<file path="config.mk">
export PLATFORM = sky130hd
export DESIGN_NAME = rr_trace_demarshaller_n
export DESIGN_NICKNAME = d
export VERILOG_FILES = /design/src/rtl/rr_replay_pkg.sv /design/src/rtl/rr_demarshal_fifo.sv /design/src/rtl/rr_trace_demarshaller_n.sv
export SDC_FILE = /design/constraint.sdc
export NUM_CORES = 1
export LEC_CHECK = 0
export ABC_AREA = 1
export BUFFER_PORTS_ARGS = -buffer_cell sky130_fd_sc_hd__buf_2
export CAP_MARGIN = 20
export CELL_PAD_IN_SITES_DETAIL_PLACEMENT = 1
export CELL_PAD_IN_SITES_GLOBAL_PLACEMENT = 1
export CORE_MARGIN = 5
export CORE_UTILIZATION = 40
export DETAILED_ROUTE_END_ITERATION = 10
export PLACE_DENSITY_LB_ADDON = 0.1
export SETUP_SLACK_MARGIN = 0.2
export SLEW_MARGIN = 20
export SYNTH_ARGS = -nofsm -noshare
export SYNTH_HDL_FRONTEND = slang
export SYNTH_SLANG_ARGS = --single-unit
</file>
<file path="constraint.sdc">
create_clock -name clk -period 4.79 [get_ports clk]
set_input_delay 0.958 -clock clk [delete_from_list [all_inputs] [get_ports clk]]
set_output_delay 0.958 -clock clk [all_outputs]
set_load 0.01 [all_outputs]
</file>
<file path="src/rtl/rr_replay_pkg.sv">
// Shared replay-tree constants and elaboration/runtime width helpers for the
// trace demarshaller family.
package rr_replay_pkg;

   localparam int unsigned RR_CHANNEL_WIDTH_BITS = 16;
   localparam int unsigned RR_GROUP_CNT_BITS     = 8;
   localparam int unsigned RR_MAX_CH             = 32;
   localparam int unsigned RR_MAX_GRP            = 16;
   localparam int unsigned RR_WIDTHS_BITS        = RR_MAX_CH * RR_CHANNEL_WIDTH_BITS;
   localparam int unsigned RR_GRP_CNTS_BITS      = RR_MAX_GRP * RR_GROUP_CNT_BITS;

   typedef logic [RR_MAX_CH-1:0][RR_CHANNEL_WIDTH_BITS-1:0] rr_widths_t;
   typedef logic [RR_MAX_GRP-1:0][RR_GROUP_CNT_BITS-1:0]    rr_grp_cnts_t;

   // Total width of channels [lo, lo+cnt).
   function automatic int unsigned rr_sum_width(input rr_widths_t widths,
                                                input int unsigned lo,
                                                input int unsigned cnt);
      int unsigned s;
      s = 0;
      for (int unsigned c = 0; c < RR_MAX_CH; c++)
         if (c >= lo && c < lo + cnt) s += 32'(widths[c]);
      return s;
   endfunction

   // Static bit offset of channel ch in a fully populated beat.
   function automatic int unsigned rr_get_offset(input rr_widths_t widths,
                                                 input int unsigned ch);
      return rr_sum_width(widths, 0, ch);
   endfunction

   // First channel index owned by group k.
   function automatic int unsigned rr_group_first_ch(input rr_grp_cnts_t cnts,
                                                     input int unsigned k);
      int unsigned s;
      s = 0;
      for (int unsigned g = 0; g < RR_MAX_GRP; g++)
         if (g < k) s += 32'(cnts[g]);
      return s;
   endfunction

   // Static bit offset of group k.
   function automatic int unsigned rr_group_offset(input rr_widths_t widths,
                                                   input rr_grp_cnts_t cnts,
                                                   input int unsigned k);
      return rr_get_offset(widths, rr_group_first_ch(cnts, k));
   endfunction

   // Packed width of the valid channels below channel hi (runtime offset).
   function automatic int unsigned rr_valid_width(input rr_widths_t widths,
                                                  input logic [RR_MAX_CH-1:0] valid,
                                                  input int unsigned hi);
      int unsigned s;
      s = 0;
      for (int unsigned c = 0; c < RR_MAX_CH; c++)
         if (c < hi && valid[c]) s += 32'(widths[c]);
      return s;
   endfunction

endpackage

</file>
<file path="src/rtl/rr_demarshal_fifo.sv">
// Shift-register FIFO: head entry is always register 0, so read data,
// full and empty all come straight from flops.
module rr_demarshal_fifo #(
   parameter int unsigned WIDTH = 8,
   parameter int unsigned DEPTH = 4
) (
   input  logic             clk,
   input  logic             rst,
   input  logic             wr_valid,
   input  logic [WIDTH-1:0] wr_data,
   input  logic             rd_ready,
   output logic             full,
   output logic             empty,
   output logic [WIDTH-1:0] rd_data
);

   localparam int unsigned CNT_W = $clog2(DEPTH + 1);
   localparam int unsigned PTR_W = $clog2(DEPTH);

   logic [WIDTH-1:0] mem_q [DEPTH];
   logic [WIDTH-1:0] mem_d [DEPTH];
   logic [CNT_W-1:0] cnt_q;
   logic [CNT_W-1:0] cnt_d;
   logic [CNT_W-1:0] wr_idx;
   logic             pop;
   logic             push;

   // Pop shifts toward the head; push lands just past the surviving entries.
   always_comb begin
      mem_d  = mem_q;
      pop    = !empty && rd_ready;
      push   = wr_valid && !full;
      wr_idx = cnt_q - CNT_W'(pop);
      if (pop) begin
         for (int unsigned i = 0; i + 1 < DEPTH; i++) mem_d[i] = mem_q[i+1];
         mem_d[DEPTH-1] = '0;
      end
      if (push) mem_d[PTR_W'(wr_idx)] = wr_data;
      cnt_d = cnt_q - CNT_W'(pop) + CNT_W'(push);
   end

   always_ff @(posedge clk) begin
      if (rst) begin
         mem_q <= '{default: '0};
         cnt_q <= '0;
         full  <= 1'b0;
         empty <= 1'b1;
      end else begin
         mem_q <= mem_d;
         cnt_q <= cnt_d;
         full  <= (cnt_d == CNT_W'(DEPTH));
         empty <= (cnt_d == '0);
      end
   end

   assign rd_data = mem_q[0];

endmodule

</file>
<file path="src/rtl/rr_trace_demarshaller_n.sv">
// N-way replay-trace demarshaller: unpacks one packed beat into NUM_OUT channel
// groups, each buffered in its own FIFO so groups drain independently.
module rr_trace_demarshaller_n
   import rr_replay_pkg::*;
#(
   parameter int unsigned NUM_OUT          = 3,
   parameter int unsigned LOGB_CHANNEL_CNT = 4,
   parameter logic [LOGB_CHANNEL_CNT-1:0][RR_CHANNEL_WIDTH_BITS-1:0] CHANNEL_WIDTHS =
      {16'd12, 16'd4, 16'd16, 16'd8},
   parameter logic [NUM_OUT-1:0][RR_GROUP_CNT_BITS-1:0] GROUP_CNTS = {8'd1, 8'd2, 8'd1},
   parameter int unsigned LOGE_CHANNEL_CNT = 4,
   parameter int unsigned FIFO_DEPTH       = 4,
   parameter bit          SKIP_EMPTY       = 1'b0,
   localparam int unsigned FULL_WIDTH =
      rr_sum_width(RR_WIDTHS_BITS'(CHANNEL_WIDTHS), 0, LOGB_CHANNEL_CNT)
) (
   input  logic                                clk,
   input  logic                                rst,
   input  logic                                in_valid,
   input  logic [LOGB_CHANNEL_CNT-1:0]         in_logb_valid,
   input  logic [FULL_WIDTH-1:0]               in_logb_data,
   input  logic [LOGE_CHANNEL_CNT-1:0]         in_loge_valid,
   output logic                                in_ready,
   output logic [NUM_OUT-1:0]                  out_valid,
   output logic [LOGB_CHANNEL_CNT-1:0]         out_logb_valid,
   output logic [FULL_WIDTH-1:0]               out_logb_data,
   output logic [NUM_OUT*LOGE_CHANNEL_CNT-1:0] out_loge_valid,
   input  logic [NUM_OUT-1:0]                  out_ready,
   output logic [31:0]                         skip_cnt
);

   localparam int unsigned OFF_W      = $clog2(FULL_WIDTH + 1);
   localparam rr_widths_t  CW_EXT     = RR_WIDTHS_BITS'(CHANNEL_WIDTHS);
   localparam rr_grp_cnts_t GC_EXT    = RR_GRP_CNTS_BITS'(GROUP_CNTS);
   localparam int unsigned GRP_CH_SUM = rr_group_first_ch(GC_EXT, NUM_OUT);

   if (GRP_CH_SUM != LOGB_CHANNEL_CNT) begin : g_cnt_mismatch
      $error("GROUP_CNTS sum %0d != LOGB_CHANNEL_CNT %0d", GRP_CH_SUM, LOGB_CHANNEL_CNT);
   end

   logic [NUM_OUT-1:0] fifo_full;
   logic [NUM_OUT-1:0] fifo_empty;
   logic [NUM_OUT-1:0] target;
   logic               accept;
   logic [31:0]        untargeted;
   logic [32:0]        skip_sum;

   // Readiness depends only on flop state, never on the incoming beat.
   assign in_ready = !rst && !(|fifo_full);
   assign accept   = in_valid && in_ready;
   assign out_valid = ~fifo_empty;

   for (genvar k = 0; k < NUM_OUT; k++) begin : g_grp
      localparam int unsigned FIRST_CH = rr_group_first_ch(GC_EXT, k);
      localparam int unsigned GRP_CH   = 32'(GROUP_CNTS[k]);
      localparam int unsigned GRP_W    = rr_sum_width(CW_EXT, FIRST_CH, GRP_CH);
      localparam int unsigned GRP_OFF  = rr_group_offset(CW_EXT, GC_EXT, k);
      localparam int unsigned PW       = LOGE_CHANNEL_CNT + GRP_CH + GRP_W;

      logic [OFF_W-1:0]  dyn_off;
      logic [GRP_CH-1:0] lv_slice;
      logic [GRP_W-1:0]  grp_data;
      logic [PW-1:0]     rd_data;

      // Earlier groups' valid channels sit below this group in the packed beat.
      assign dyn_off  = OFF_W'(rr_valid_width(CW_EXT, RR_MAX_CH'(in_logb_valid), FIRST_CH));
      assign grp_data = GRP_W'(in_logb_data >> dyn_off);
      assign lv_slice = in_logb_valid[FIRST_CH +: GRP_CH];
      assign target[k] = !SKIP_EMPTY || (lv_slice != '0) || (in_loge_valid != '0);

      rr_demarshal_fifo #(
         .WIDTH (PW),
         .DEPTH (FIFO_DEPTH)
      ) u_fifo (
         .clk      (clk),
         .rst      (rst),
         .wr_valid (accept && target[k]),
         .wr_data  ({in_loge_valid, lv_slice, grp_data}),
         .rd_ready (out_ready[k]),
         .full     (fifo_full[k]),
         .empty    (fifo_empty[k]),
         .rd_data  (rd_data)
      );

      assign out_logb_data[GRP_OFF +: GRP_W]   = rd_data[GRP_W-1:0];
      assign out_logb_valid[FIRST_CH +: GRP_CH] = rd_data[GRP_W +: GRP_CH];
      assign out_loge_valid[k*LOGE_CHANNEL_CNT +: LOGE_CHANNEL_CNT] =
         rd_data[GRP_W+GRP_CH +: LOGE_CHANNEL_CNT];
   end

   always_comb begin
      untargeted = '0;
      for (int unsigned k = 0; k < NUM_OUT; k++) untargeted += 32'(!target[k]);
      skip_sum = 33'(skip_cnt) + 33'(untargeted);
   end

   // Saturating count of group pushes suppressed by SKIP_EMPTY.
   always_ff @(posedge clk) begin
      if (rst)         skip_cnt <= '0;
      else if (accept) skip_cnt <= skip_sum[32] ? '1 : skip_sum[31:0];
   end

endmodule

</file>
==> flow_summary.json <==
{
  "run_status": "finished clean",
  "cellPowerDensity_nw_per_um2": 519,
  "worst_r2r_endpoint": "g_grp[1].u_fifo.mem_q[5]",
  "finalNetCount": 2187,
  "irDropWorstVdd_v": 0.000280,
  "number_of_gates_resized_after_cts": 0,
  "totalWireLength_um": 41000,
  "areaGrowthSynthToFinish_pct": 6.90,
  "numPlacedInstances": 2532,
  "max_slew.worst_pin.slew_ps": 1070,
  "floorplan.die.width_um": 192,
  "timing.setup.tns_ps": 0,
  "timing.setup.critical_path_class": "in -> out",
  "core_sq_um": 32600,
  "power_mw": 7.34,
  "post_cts.repair.setup_buffers": 0,
  "die_area_sq_um": 36800,
  "io_buffers": 113,
  "r2r.worst_path.cells": 11,
  "start_util_pct": 40.6,
  "maxClockFrequency_mhz": 360,
  "post_detailed_route_drc_marker_count": 0,
  "ff2ff_setup_slack_ps": 2180,
  "track_usage_pct": 22.2,
  "power.leakage_nw": 7.15,
  "cts.clk_slew.worst_paths_ps": 50,
  "layout_cell_share_with_drive_strength_beyond_1_pct": 9.39,
  "synthCells": 2151,
  "worst-path-max-fanout": 24,
  "maxSlewHeadroom_pct": 28.4,
  "placement.cell_area_sq_um": 13300,
  "htreeDepth": 1,
  "pwr-share-comb_pct": 34.9,
  "grt_start_max_net_pins": 143,
  "clk_root_buffer_cell": "sky130_fd_sc_hd__clkbuf_16",
  "numCtsBuffers": 29,
  "mappedNetlistArea_sq_um": 13200,
  "dr.pass1.iters": 5,
  "share_clk_of_total_power_pct": 28.3,
  "ioPinCount": 146,
  "power.switching_fraction_pct": 38.6,
  "syn_area_per_cell_sq_um": 6.15,
  "gp_congestion": 0.779,
  "ys_warn_count": 0,
  "number_of_vias_in_the_routed_layout": 12700,
  "hp-start": "g_grp[1].u_fifo.mem_q[6]",
  "die_y_um": 192,
  "cts_tree": "built",
  "hold_viol_final": 0,
  "number_of_distinct_library_cell_variants_in_the_gate_level_netlist_after_synthesis": 27,
  "share_seq_of_total_power_pct": 36.8,
  "ctsHoldBuffers": 0,
  "maxSlewViolCount": 0,
  "setup_violations": 0,
  "clk-insertion-delay-late_ps": 540,
  "grt_pass1_vias": 13100,
  "cellInternalPower_mw": 4.50,
  "critical_path.startpoint_type": "primary input",
  "finalClockSkew_ps": 8.70,
  "post-route-min-period_ps": 2770,
  "nFillCells": 4413,
  "final_antenna_net_count": 0,
  "worstPathArrival_ps": 1820,
  "grt_first_pass_wirelength_um": 67200,
  "dp_worst_setup_slack_ps": 1440,
  "number_of_buffers_on_the_longest_clock_path": 3,
  "timing.critical_path.required_ps": 3830,
  "grt_setup_unrepaired": "false",
  "timing.final.crit_share_pct": 57.9,
  "dr.first_iter.drc_count": 612,
  "routed_via_density": 4.91,
  "hold_depth": 2,
  "switchingPower_mw": 2.84,
  "seq_area_frac_synth_pct": 36.1,
  "cap_viol_max_count": 0,
  "fin_area_sq_um": 14200,
  "worst_slack_ps": 2020,
  "synth.ff_latch_count": 239,
  "timing.hold.worst_endpoint": "g_grp[1].u_fifo.mem_q[6]",
  "finalHoldWorstSlack_ps": 495,
  "route.detailed.wl_per_inst_um": 15.9,
  "fin_cells": 2583,
  "utilization_pct": 43.4,
  "grt_overflow_total": 0,
  "antenna_found_initial": 2,
  "cts_sinks": 239,
  "setup.worst_path.end_class": "output port",
  "worstReg2RegStart": "g_grp[1].u_fifo.empty",
  "min-delay-path-class": "reg -> reg",
  "hpwl_after_detailed_placement_um": 26400,
  "core.rowCount": 66
}
[worst max-delay path by stage]
stage	startpoint	end	slack, ps	depth (start not counted)
final	rst	in_ready	2020	5
after global routing	out_ready[1]	g_grp[1].u_fifo.mem_q[23]	1780	11
after CTS	rst	in_ready	2000	5
after detailed placement	out_ready[1]	g_grp[1].u_fifo.mem_q[5]	1440	11
after global placement	out_ready[1]	g_grp[1].u_fifo.mem_q[2]	1550	11
after floorplan	out_ready[2]	g_grp[2].u_fifo.empty	1740	12
[synthesized netlist by cell type, drive strengths merged]
master | count | area (sq um)
conb | 1 | 3.75
nor3 | 3 | 15.0
xor2 | 3 | 26.3
a21oi | 35 | 175
or2 | 12 | 75.1
buf | 148 | 1060
ha | 12 | 150
nor2 | 423 | 1630
clkbuf | 69 | 259
nand2 | 684 | 2580
xnor2 | 3 | 26.3
inv | 191 | 717
dfxtp | 239 | 4780
o21ai | 222 | 1110
nand3 | 101 | 606
clkinv | 5 | 18.8
[area by class of cell]
| type | count | area (sq um) | area share (%) |
|---|---|---|---|
| multi-input cells | 1530 | 6520 | 46.1 |
| flip-flops and latches | 239 | 4780 | 33.8 |
| clock buffers | 47 | 863 | 6.10 |
| inverters | 196 | 741 | 5.23 |
| repair buffers | 125 | 668 | 4.72 |
| well taps | 442 | 553 | 3.91 |
| clock inverters | 3 | 15.0 | 0.106 |
| diodes | 1 | 2.50 | 0.0177 |
[kinds of logic after synthesis]
kind of cell	share of synthesized area, %
AO/OA/AOI/OAI	9.72
adder cells (fa/ha/maj)	1.13
AND/OR/NAND/NOR	37.1
buffers and inverters	15.5
XOR/XNOR	0.397
flip-flops	36.1
other	0.0283
[critical path, cell delays in order]
cell                      delay (ps)
sky130_fd_sc_hd__buf_2           460
sky130_fd_sc_hd__nor2_4           60
sky130_fd_sc_hd__nand2_4         130
sky130_fd_sc_hd__inv_2            50
sky130_fd_sc_hd__buf_2           140
[sequential cells by signal, indices dropped and copies added (netlist names)]
signal / count
g_grp.u_fifo.mem_q: 168
g_grp.u_fifo.rd_data: 56
g_grp.u_fifo.cnt_q: 9
g_grp.u_fifo.empty: 3
g_grp.u_fifo.full: 3
[routing by layer]
layer  global-route usage, %  wire (um)
met4                    5.30        979
met5                       0         13
met2                    38.7      18900
met1                    29.2      19400
met3                    3.05       1670
[power groups by stage]
stage / registers [mW] / logic [mW] / clock network [mW]
6_report: 2.70 / 2.56 / 2.08
5_1_grt: 2.76 / 2.96 / 2.21
4_1_cts: 2.70 / 2.60 / 2.14
3_5_place_dp: 2.74 / 2.58 / 0
3_3_place_gp: 2.73 / 2.49 / 0
2_1_floorplan: 2.66 / 2.17 / 0
[cell usage in the layout, fill, tap and decap left out, types with 4 or more instances in the layout]
cell,synthesis,routed
sky130_fd_sc_hd__buf_2,40,113
sky130_fd_sc_hd__inv_1,184,184
sky130_fd_sc_hd__inv_2,7,6
sky130_fd_sc_hd__o21ai_1,12,12
sky130_fd_sc_hd__conb_1,1,32
sky130_fd_sc_hd__ha_1,12,12
sky130_fd_sc_hd__dfxtp_1,239,239
sky130_fd_sc_hd__clkbuf_16,0,29
sky130_fd_sc_hd__or2_2,12,12
sky130_fd_sc_hd__clkbuf_1,69,11
sky130_fd_sc_hd__nand2_1,680,678
sky130_fd_sc_hd__o21ai_0,210,210
sky130_fd_sc_hd__clkbuf_8,0,7
sky130_fd_sc_hd__nand3_4,8,8
sky130_fd_sc_hd__nand3_1,93,93
sky130_fd_sc_hd__clkinv_1,5,5
sky130_fd_sc_hd__a21oi_1,35,35
sky130_fd_sc_hd__nor2_1,419,419
sky130_fd_sc_hd__nand2_2,3,4
sky130_fd_sc_hd__buf_4,89,11
(Power assumes the default switching activity.)
